===== src/rtl/psum_accum_ctrl_if.sv =====
// Control, OFIFO and PSUM SRAM signal bundle for the partial-sum accumulation controller.
// master = controller view; slave = environment (OFIFO, SRAM, sequencer) view.
interface psum_accum_ctrl_if #(
    parameter int psum_bw = 16,
    parameter int col     = 8,
    parameter int addr_bw = 11
);
    logic                      start;
    logic [1:0]                mode;
    logic [addr_bw-1:0]        base_addr;
    logic [addr_bw-1:0]        length;
    logic                      busy;
    logic                      done;

    logic                      ofifo_valid;
    logic [col*psum_bw-1:0]    ofifo_out;
    logic                      ofifo_rd;

    logic                      sram_cen;
    logic                      sram_wen;
    logic [addr_bw-1:0]        sram_addr;
    logic [col*psum_bw-1:0]    sram_d;
    logic [col*psum_bw-1:0]    sram_q;

    modport master (
        input  start, mode, base_addr, length, ofifo_valid, ofifo_out, sram_q,
        output busy, done, ofifo_rd, sram_cen, sram_wen, sram_addr, sram_d
    );

    modport slave (
        output start, mode, base_addr, length, ofifo_valid, ofifo_out, sram_q,
        input  busy, done, ofifo_rd, sram_cen, sram_wen, sram_addr, sram_d
    );
endinterface


===== src/rtl/psum_accum_ctrl.sv =====
// Purpose: per-word passthrough / accumulate / ReLU of OFIFO partial sums into PSUM SRAM.
// Latency: 2 cycles/word passthrough, 3 cycles/word accumulate or ReLU, plus one DONE cycle.
// Backpressure: stalls in FETCH while the OFIFO is empty; start is ignored while busy.
module psum_accum_ctrl #(
    parameter int psum_bw = 16,
    parameter int col     = 8,
    parameter int addr_bw = 11
) (
    input  logic                 clk,
    input  logic                 reset,
    psum_accum_ctrl_if.master    bus
);
    localparam int word_bw = col * psum_bw;

    typedef enum logic [2:0] {IDLE, FETCH, WAIT, WRITE, DONE} state_t;

    typedef struct packed {
        logic [1:0]         mode;
        logic [addr_bw-1:0] length;
    } cfg_t;

    state_t               state;
    state_t               state_nxt;
    cfg_t                 cfg;
    logic [addr_bw-1:0]   ptr;
    logic [addr_bw-1:0]   cnt;
    logic [addr_bw-1:0]   cnt_inc;
    logic [word_bw-1:0]   ofifo_dat;
    logic [word_bw-1:0]   sram_dat;
    logic [word_bw-1:0]   result;
    logic                 pop;
    logic                 rd_issue;
    logic                 wr_issue;
    logic                 relu;
    logic                 pass;

    assign relu    = cfg.mode[1];
    assign pass    = (cfg.mode == 2'b00);
    assign cnt_inc = cnt + 1'b1;

    always_ff @(posedge clk) begin
        if (!reset) begin
            state <= IDLE;
        end else begin
            state <= state_nxt;
        end
    end

    always_comb begin
        state_nxt = state;
        pop       = 1'b0;
        rd_issue  = 1'b0;
        wr_issue  = 1'b0;
        case (state)
            IDLE: begin
                if (bus.start) begin
                    state_nxt = (bus.length == '0) ? DONE : FETCH;
                end
            end
            FETCH: begin
                if (relu) begin
                    rd_issue  = 1'b1;
                    state_nxt = WAIT;
                end else if (bus.ofifo_valid) begin
                    // Accumulate reads the old SRAM word alongside the pop; passthrough skips it.
                    pop       = 1'b1;
                    rd_issue  = !pass;
                    state_nxt = pass ? WRITE : WAIT;
                end
            end
            WAIT: begin
                state_nxt = WRITE;
            end
            WRITE: begin
                wr_issue  = 1'b1;
                state_nxt = (cnt_inc == cfg.length) ? DONE : FETCH;
            end
            DONE: begin
                state_nxt = IDLE;
            end
            default: begin
                state_nxt = IDLE;
            end
        endcase
    end

    always_ff @(posedge clk) begin
        if (!reset) begin
            cfg       <= '0;
            ptr       <= '0;
            cnt       <= '0;
            ofifo_dat <= '0;
            sram_dat  <= '0;
        end else begin
            if (state == IDLE && bus.start) begin
                cfg.mode   <= bus.mode;
                cfg.length <= bus.length;
                ptr        <= bus.base_addr;
                cnt        <= '0;
            end
            if (pop) begin
                ofifo_dat <= bus.ofifo_out;
            end
            if (state == WAIT) begin
                sram_dat <= bus.sram_q;
            end
            if (wr_issue) begin
                ptr <= ptr + 1'b1;
                cnt <= cnt_inc;
            end
        end
    end

    // Each lane is an independent psum_bw-wide operation; sums wrap, never carry across lanes.
    for (genvar i = 0; i < col; i++) begin : g_lane
        logic [psum_bw-1:0] s_lane;
        logic [psum_bw-1:0] o_lane;
        logic [psum_bw-1:0] r_lane;

        assign s_lane = sram_dat[i*psum_bw +: psum_bw];
        assign o_lane = ofifo_dat[i*psum_bw +: psum_bw];

        always_comb begin
            r_lane = s_lane;
            if (relu) begin
                r_lane = s_lane[psum_bw-1] ? '0 : s_lane;
            end else if (pass) begin
                r_lane = o_lane;
            end else begin
                r_lane = s_lane + o_lane;
            end
        end

        assign result[i*psum_bw +: psum_bw] = r_lane;
    end

    assign bus.ofifo_rd  = pop;
    assign bus.sram_cen  = !(rd_issue || wr_issue);
    assign bus.sram_wen  = !wr_issue;
    assign bus.sram_addr = (rd_issue || wr_issue) ? ptr : '0;
    assign bus.sram_d    = wr_issue ? result : '0;
    assign bus.busy      = (state != IDLE);
    assign bus.done      = (state == DONE);
endmodule

===== src/flat_wrapper.sv =====
// flat-port wrapper written by rule: the top's interface ports become plain ports
module psum_accum_ctrl_flat 
#(
    parameter int psum_bw = 16,
    parameter int col     = 8,
    parameter int addr_bw = 11
)
  (clk, reset, bus_start, bus_mode, bus_base_addr, bus_length, bus_ofifo_valid, bus_ofifo_out, bus_sram_q, bus_busy, bus_done, bus_ofifo_rd, bus_sram_cen, bus_sram_wen, bus_sram_addr, bus_sram_d);
  psum_accum_ctrl_if #(.psum_bw(psum_bw), .col(col), .addr_bw(addr_bw)) bus_i ();
  input  logic clk;
  input  logic reset;
  input wire logic [$bits(bus_i.start)-1:0] bus_start;
  input wire logic [$bits(bus_i.mode)-1:0] bus_mode;
  input wire logic [$bits(bus_i.base_addr)-1:0] bus_base_addr;
  input wire logic [$bits(bus_i.length)-1:0] bus_length;
  input wire logic [$bits(bus_i.ofifo_valid)-1:0] bus_ofifo_valid;
  input wire logic [$bits(bus_i.ofifo_out)-1:0] bus_ofifo_out;
  input wire logic [$bits(bus_i.sram_q)-1:0] bus_sram_q;
  output wire logic [$bits(bus_i.busy)-1:0] bus_busy;
  output wire logic [$bits(bus_i.done)-1:0] bus_done;
  output wire logic [$bits(bus_i.ofifo_rd)-1:0] bus_ofifo_rd;
  output wire logic [$bits(bus_i.sram_cen)-1:0] bus_sram_cen;
  output wire logic [$bits(bus_i.sram_wen)-1:0] bus_sram_wen;
  output wire logic [$bits(bus_i.sram_addr)-1:0] bus_sram_addr;
  output wire logic [$bits(bus_i.sram_d)-1:0] bus_sram_d;
  assign bus_i.start = bus_start;
  assign bus_i.mode = bus_mode;
  assign bus_i.base_addr = bus_base_addr;
  assign bus_i.length = bus_length;
  assign bus_i.ofifo_valid = bus_ofifo_valid;
  assign bus_i.ofifo_out = bus_ofifo_out;
  assign bus_i.sram_q = bus_sram_q;
  assign bus_busy = bus_i.busy;
  assign bus_done = bus_i.done;
  assign bus_ofifo_rd = bus_i.ofifo_rd;
  assign bus_sram_cen = bus_i.sram_cen;
  assign bus_sram_wen = bus_i.sram_wen;
  assign bus_sram_addr = bus_i.sram_addr;
  assign bus_sram_d = bus_i.sram_d;
  psum_accum_ctrl #(.psum_bw(psum_bw), .col(col), .addr_bw(addr_bw)) u_core (.clk(clk), .reset(reset), .bus(bus_i));
endmodule

===== config.mk =====
export PLATFORM = sky130hd
export DESIGN_NAME = psum_accum_ctrl_flat
export DESIGN_NICKNAME = d
export VERILOG_FILES = /design/src/rtl/psum_accum_ctrl_if.sv /design/src/rtl/psum_accum_ctrl.sv /design/src/flat_wrapper.sv
export SDC_FILE = /design/constraint.sdc
export NUM_CORES = 1
export LEC_CHECK = 0
export ABC_AREA = 1
export BUFFER_PORTS_ARGS = -buffer_cell sky130_fd_sc_hd__buf_2
export CORE_MARGIN = 3
export CORE_UTILIZATION = 25
export DETAILED_ROUTE_END_ITERATION = 7
export SLEW_MARGIN = 25
export SYNTH_ARGS = -nofsm -noshare
export SYNTH_HDL_FRONTEND = slang
export SYNTH_SLANG_ARGS = --single-unit

===== constraint.sdc =====
create_clock -name clk -period 5.2 [get_ports clk]
set_input_delay 0.26 -clock clk [delete_from_list [all_inputs] [get_ports clk]]
set_output_delay 0.26 -clock clk [all_outputs]
set_load 0.01 [all_outputs]

# Word-level counts from Yosys, hierarchy flattened
# Cells that the tools add are included.
# W data, S select, Z words.
# word_totals
regBits	294
input_bits	284
output_inout_bits	144
# op_classes
add_sub_neg	10
n_mux	44
n_reduce_logical	11
n_eq_ne	7
# ops
op	count
$mux W16	16
$add A16 B16 Y16	8
$mux W128	1
$mux W15	8
$mux W11	5
$add A11 B1 Y11 const B	2
$mux W3	5
$pmux W3 S4	1
$eq A11 B11 Y1	1
$logic_not A11 Y1	1
$mux W1	8
$eq A3 B2 Y1 const B	2
$eq A3 B1 Y1 const B	1
$eq A3 B3 Y1 const B	1
$logic_not A1 Y1	3
$logic_not A3 Y1	1
$ne A3 B2 Y1 const B	1
$reduce_bool A3 Y1	1
$logic_not A2 Y1	1
$ne A2 B2 Y1 const B	1
$reduce_and A2 Y1	1
$reduce_bool A2 Y1	1
$logic_and A1 B1 Y1	1
$logic_or A1 B1 Y1	1

# Logic depth before layout (Yosys ltp)
# Gate-level depths: netlist of the first run.
# depth
ltp_word	7
mapped_depth	15

# Worst setup path before layout of the first run
# No wires, ideal clock.
# synth_timing
path_kind	reg-to-output
start	register u_core.sram_dat[112]
end	output port bus_sram_d[122]
arrival_ns	2.073
setup_slack_ns	2.867
path_buffers	0
stages_incl_launch_ff	14
path_cell_list	dfxtp_1 ha_1 inv_1 fa_1 inv_1 nand3_1 nand2_1 inv_1 o21bai_1 a21oi_1 xor2_1 o21ai_0 inv_1 nor3_1
# synth_between
elab_chain_cells	4
# synth_lines
item	line_no	source
from (decl)	psum_accum_ctrl.sv:29	logic [word_bw-1:0] sram_dat;
from (signal assigned)	psum_accum_ctrl.sv:105	sram_dat <= bus.sram_q;
$add A16 B16 Y16	psum_accum_ctrl.sv:130	r_lane = s_lane + o_lane;
$mux W16	psum_accum_ctrl.sv:127	end else if (pass) begin
$mux W16	psum_accum_ctrl.sv:125	if (relu) begin
$mux W128	psum_accum_ctrl.sv:141	assign bus.sram_d = wr_issue ? result : '0;
to (decl)	flat_wrapper.sv:25	output wire logic [$bits(bus_i.sram_d)-1:0] bus_sram_d;
# No other way between the ends.

# Worst setup path in the final report of the first run
# layout_timing
start	register u_core.cfg[12] (netlist name)
end	output port bus_sram_cen
# layout_between
elab_chain_cells	7
# layout_lines
item	line_no	source
from (decl)	psum_accum_ctrl.sv:24	cfg_t cfg;
$logic_not A2 Y1	psum_accum_ctrl.sv:38	assign pass = (cfg.mode == 2'b00);
$logic_not A1 Y1	psum_accum_ctrl.sv:67	rd_issue = !pass;
$mux W1	psum_accum_ctrl.sv:64	end else if (bus.ofifo_valid) begin
$mux W1 (*)	psum_accum_ctrl.sv:61	if (relu) begin
$mux W1 (*)	psum_accum_ctrl.sv:54	case (state)
$logic_or A1 B1 Y1 (*)	psum_accum_ctrl.sv:138	assign bus.sram_cen = !(rd_issue || wr_issue);
$logic_not A1 Y1 (*)	psum_accum_ctrl.sv:138	
to (decl)	flat_wrapper.sv:22	output wire logic [$bits(bus_i.sram_cen)-1:0] bus_sram_cen;
# Mark *: on every way between the ends. The rest lies on a longest branch, timed or not.

==> results of run 1 <==
[worst max path at each step]
stage,startpoint,endpoint,cells past startpoint
global route,u_core.cfg[12]$_SDFFE_PN0P_,bus_sram_addr[4],5
finish,u_core.cfg[12]$_SDFFE_PN0P_,bus_sram_cen,4
CTS,u_core.cfg[12]$_SDFFE_PN0P_,bus_sram_cen,4
global placement,u_core.cfg[12]$_SDFFE_PN0P_,bus_sram_d[21],8
detailed placement,u_core.cfg[12]$_SDFFE_PN0P_,bus_sram_cen,4
floorplan,u_core.sram_dat[112]$_SDFFE_PN0P_,bus_sram_d[122],13
[sequential cells by signal, indices dropped and copies added, names as in the netlist]
name,cells
u_core.cfg,13
u_core.cnt,11
u_core.ofifo_dat,128
u_core.ptr,11
u_core.sram_dat,128
u_core.state,3
[through the flow]
stage	area, µm²	utilization	hold WS, ps	std cells
global placement	22700	0.292	460	4400
finish	26600	0.341	35.7	4723
CTS	26600	0.341	0.323	4723
detailed placement	22700	0.292	465	4400
global route	26600	0.341	23.3	4723
floorplan	19700	-	395	3087
[area by class of cell]
class                           count  share of cell area
Timing Repair Buffer              698               0.182
Inverter                          196              0.0283
Clock inverter                     18             0.00942
Clock buffer                       55              0.0413
Sequential cell                   294               0.222
Tap cell                         1040              0.0490
Multi-Input combinational cell   2422               0.468
[worst max-delay path: stages (launching register included)]
cell	delay, ps
dfxtp_4	540
inv_4	830
o21ai_0	290
a21oi_1	840
buf_2	270
[logic make-up after synthesis]
logic type / Yosys count / share of synthesized area
adders and majority gates: 130 / 0.0854
buffers and inverters: 371 / 0.0730
AOI/OAI and AO/OA: 884 / 0.243
xor gates and xnor gates: 51 / 0.0226
DFF: 294 / 0.298
and+or+nand+nor: 1357 / 0.278
[power by group]
group          switching, mW  total [mW]  internal, mW
combinational           1.80        2.81          1.01
sequential             0.345        2.95          2.61
clock                   1.15        2.86          1.70
total                   3.30        8.61          5.32
[layout by cell type (no fill, tap or decap), types with 16 or more instances in the layout]
cell type        n
a211oi_1        50
a21oi_1        342
a31oi_1         26
buf_2          426
buf_4           18
clkbuf_16       40
dfxtp_1        292
dlygate4sd3_1  250
ha_1           122
inv_1          181
nand2_1        538
nand3_1        153
nor2_1         586
nor3_1          33
o21ai_0        382
o21ai_1         16
o21bai_1        32
xnor2_1         25
xor2_1          26
[metal layers]
layer  global-route usage  vias to the layer above  wire, µm
met2                0.332                      734     38300
met3               0.0301                      132      4760
met5                    0                        -        38
met4               0.0528                        6      2020
li1                     -                    11515         -
met1                0.247                    10526     37000
[what timing repair did]
action                    in CTS  in global routing
buffers inserted               0                  0
hold endpoints to repair     250                  0
hold buffers                 250                  0
==> flow_summary.json, run 1 <==
{
  "outcome": "finished, final reports clean",
  "ir_drop_mv": 0.215,
  "port-buffer-count": 427,
  "rsz0062_at_grt": "no",
  "area_delta_synth_final_pct": 34.6,
  "fmax_mhz": 269,
  "place_ws_ps": 2090,
  "rows": 102,
  "synth_cell_types": 46,
  "cts.htree.levels": 2,
  "cts_resized": 0,
  "cp_max_fo": 79,
  "clockBufferDepth": 3,
  "reg2reg_to": "u_core.ofifo_dat[108]$_SDFFE_PN0P_",
  "synth_flop_cell": "dfxtp_1",
  "grt.overflow.total": 0,
  "syn_nets": 3501,
  "grt_max_degree": 121,
  "ff2ff_setup_slack_ps": 2430,
  "cts_tree": "built",
  "yosys.area.top_type_share": 0.298,
  "path_clk_slew_ps": 60,
  "via_count": 22913,
  "first_pass_iters": 6,
  "multiInputGateArea_um2": 12400,
  "cts-buffers-inserted": 40,
  "syn_inst": 3087,
  "critPathCaptureType": "output pin",
  "holdPathEnd": "u_core.sram_dat[110]$_SDFFE_PN0P_",
  "period_share": 0.714,
  "routed_via_density": 4.85,
  "initial_core_util": 0.254,
  "numClockSinks": 294,
  "synth.most_common_cell": "nor2_1",
  "hold_violations": 0,
  "syn_area_um2": 19700,
  "crit_type": "reg -> out",
  "drv_cap": 0,
  "die_x_um": 287,
  "place.gp.congestion": 0.898,
  "setup_slack_ps": 1490,
  "wire_per_inst_um": 17.4,
  "crit_required_ps": 4940,
  "relSlewSlack": 0.301,
  "hold_class": "in -> reg",
  "hold_path_depth": 3,
  "cp-start-kind": "flip-flop",
  "nNetsFinal": 4066,
  "powerDensity_nw_per_um2": 324,
  "final.min_clock_period_ps": 3710,
  "hp-start": "bus_sram_q[110]",
  "ff_latch_area_um2": 5890,
  "slew_violations": 0,
  "clk_latency_ps": 580,
  "grt_pass1_wl_um": 126000,
  "async_flop_share": 0,
  "setup_violations": 0,
  "p_leak_nw": 11.7,
  "synth.top_cells.by_count": "587 x nor2_1, 539 x nand2_1, 382 x o21ai_0, 342 x a21oi_1, 294 x dfxtp_1",
  "die_area_um2": 82400,
  "r2r-start": "u_core.state[2]$_SDFFE_PN0P_",
  "synth-seq-area-share": 0.298,
  "antenna_found_initial": 7,
  "fin_worst_skew_ps": 29.5,
  "synth_edf_count": 0,
  "hpwl_um": 56600,
  "arrival_ps": 3450,
  "drive_gt1_frac": 0.146,
  "fillerInstances": 8413,
  "dr.first_iter.drc_count": 1469,
  "grt_usage": 0.192,
  "worstMarginPinSlew_ps": 1050,
  "wirelength_um": 82200,
  "ys_ff_latch": 294,
  "drc_errors": 0,
  "ioPinCount": 428,
  "syn_area_per_cell_um2": 6.39,
  "synthTopCellsByArea": "dfxtp_1 30%, nor2_1 11%, nand2_1 10%",
  "diodes": 0,
  "core_area_um2": 77800,
  "cts_root_buf": "clkbuf_16",
  "yosysWarnings": 0,
  "rr_worst_depth": 7,
  "grt_pass1_vias": 22488,
  "total_power_mw": 8.61,
  "postRouteAntennaNets": 0,
  "die_y_um": 287,
  "synth_top_area_cell": "dfxtp_1",
  "setup_tns_ps": 0
}
(Power assumes the default switching activity.)
==> inputs of run 2 (changes only) <==
- clock period: 5.2 -> 3.6 ns (I/O delays scaled with it)
==> run 2 against run 1 <==
Power is 45% higher; highest routed layer unchanged; via count increased by 0.93%; register-to-register slack got worse by 1400 ps; critical endpoint is now bus_sram_d[15].
==> flow_summary.json, run 2 (same netlist as run 1, synthesis figures left out) <==
{
  "rows": 102,
  "gr-usage-met3": 0.0374,
  "powerDensity_nw_per_um2": 461,
  "cts_setup_buffers": 0,
  "comb_power_share": 0.330,
  "ioPinCount": 428,
  "critPathCaptureType": "output pin",
  "final.min_clock_period_ps": 3230,
  "cts.htree.levels": 2,
  "slew_violations": 0,
  "cp_max_fo": 4,
  "instances_no_fill": 4777,
  "die_y_um": 287,
  "setup_tns_ps": 0,
  "numClockSinks": 294,
  "relSlewSlack": 0.270,
  "place.gp.congestion": 0.924,
  "swShare": 0.371,
  "cts_root_buf": "clkbuf_16",
  "drv_cap": 0,
  "period_share": 0.898,
  "nNetsFinal": 4120,
  "initial_core_util": 0.254,
  "rsz0062_at_grt": "no",
  "outcome": "finished, final reports clean",
  "clockBufferDepth": 3,
  "core_area_um2": 77800,
  "wirelength_um": 79700,
  "arrival_ps": 3050,
  "power_switching_mw": 4.64,
  "cp-start-kind": "flip-flop",
  "grt.overflow.total": 0,
  "use_met2": 0.310,
  "path_clk_slew_ps": 60,
  "final_common_cell": "nor2_1",
  "cts_tree": "built",
  "ir_drop_mv": 0.328,
  "hold_class": "in -> reg",
  "fin_worst_skew_ps": 17.1,
  "clk_latency_ps": 560,
  "die_x_um": 287,
  "crit_type": "reg -> out",
  "setup_violations": 0,
  "area_delta_synth_final_pct": 37.6,
  "grt_usage": 0.185,
  "grt_max_degree": 133,
  "dr.first_iter.drc_count": 1426,
  "drive_gt1_frac": 0.146,
  "hpwl_um": 54900,
  "grt_pass1_vias": 22444,
  "p_leak_nw": 12.0,
  "hold_violations": 0,
  "use_met1": 0.237,
  "antenna_found_initial": 5,
  "die_area_um2": 82400,
  "reg_top3": "u_core.ofifo_dat (128), u_core.sram_dat (128), u_core.cfg (13)",
  "grt_pass1_wl_um": 123000,
  "crit_required_ps": 3420,
  "intPower_mw": 7.88,
  "p_seq_frac": 0.336,
  "placed_cells": 4409,
  "p_clk_frac": 0.335,
  "total_power_mw": 12.5,
  "cts-buffers-inserted": 39,
  "grt_busiest_layer": "met2",
  "worstMarginPinSlew_ps": 1090,
  "wire_per_inst_um": 16.7,
  "via_count": 23126,
  "routed_via_density": 4.84,
  "port-buffer-count": 427,
  "fmax_mhz": 309,
  "drc_errors": 0,
  "postRouteAntennaNets": 0,
  "first_pass_iters": 7,
  "final_cell_mix": "586 x nor2_1, 538 x nand2_1, 426 x buf_2"
}
[run 2: worst paths after layout]
check	start	endpoint	slack, ps	cells past startpoint
setup / recovery	u_core.sram_dat[2]$_SDFFE_PN0P_	bus_sram_d[15]	370	14
hold / removal	bus_sram_q[32]	u_core.sram_dat[32]$_SDFFE_PN0P_	30	3
hold reg to reg	u_core.cfg[3]$_SDFFE_PN0P_	u_core.cfg[3]$_SDFFE_PN0P_	470	2
setup reg to reg	u_core.state[1]$_SDFFE_PN0P_	u_core.ptr[0]$_SDFFE_PN0P_	1060	6
[run 2: timing repair]
action | 4_1_cts | 5_1_grt
hold buffers | 296 | 0
resized for setup | 0 | 1
endpoints found under the setup margin | 0 | 2
hold endpoints to repair | 279 | 0
[run 2: critical path, stage by stage (launching register included)]
cell	delay, ps
dfxtp_1	330
ha_1	350
nand2_1	70
o21ai_0	310
nand2_1	90
nand2_1	180
inv_1	70
o21ai_2	150
nand2_1	80
nand3_1	70
nand3_1	190
nand2_1	110
nand2_1	50
nor2_1	240
buf_2	190
[run 2: stage by stage]
step / setup WS (ps) / area, µm² / utilization / hold WS, ps
2_1_floorplan: 1350 / 19700 / - / 315
3_3_place_gp: 811 / 22800 / 0.293 / 402
3_5_place_dp: 822 / 22800 / 0.293 / 408
4_1_cts: 177 / 27200 / 0.349 / 1.97
5_1_grt: 69.0 / 27200 / 0.349 / 24.5
6_report: 367 / 27200 / 0.349 / 27.4
[run 2: area by class of cell]
class	count	area (µm²)
fillers	8284	50700
multi-input cells	2422	12400
flip-flops and latches	294	5890
repair buffers	753	5420
well taps	1040	1300
clock buffers	52	1090
inverters	196	752
clock inverters	18	265
diodes	2	5.00
[run 2: metal layers]
metal	up-vias	routed length, µm	part of all wire
li1	11640	-	-
met1	10629	35500	0.45
met2	702	36500	0.46
met3	147	5330	0.067
met4	8	2350	0.029
met5	-	48	0.00060
[run 2: power groups by stage]
stage / clock, mW / sequential [mW] / combinational, mW
2_1_floorplan: 0 / 4.10 / 2.74
3_3_place_gp: 0 / 4.25 / 3.79
3_5_place_dp: 0 / 4.26 / 3.82
4_1_cts: 4.33 / 4.19 / 4.12
5_1_grt: 4.43 / 4.27 / 4.66
6_report: 4.19 / 4.21 / 4.13
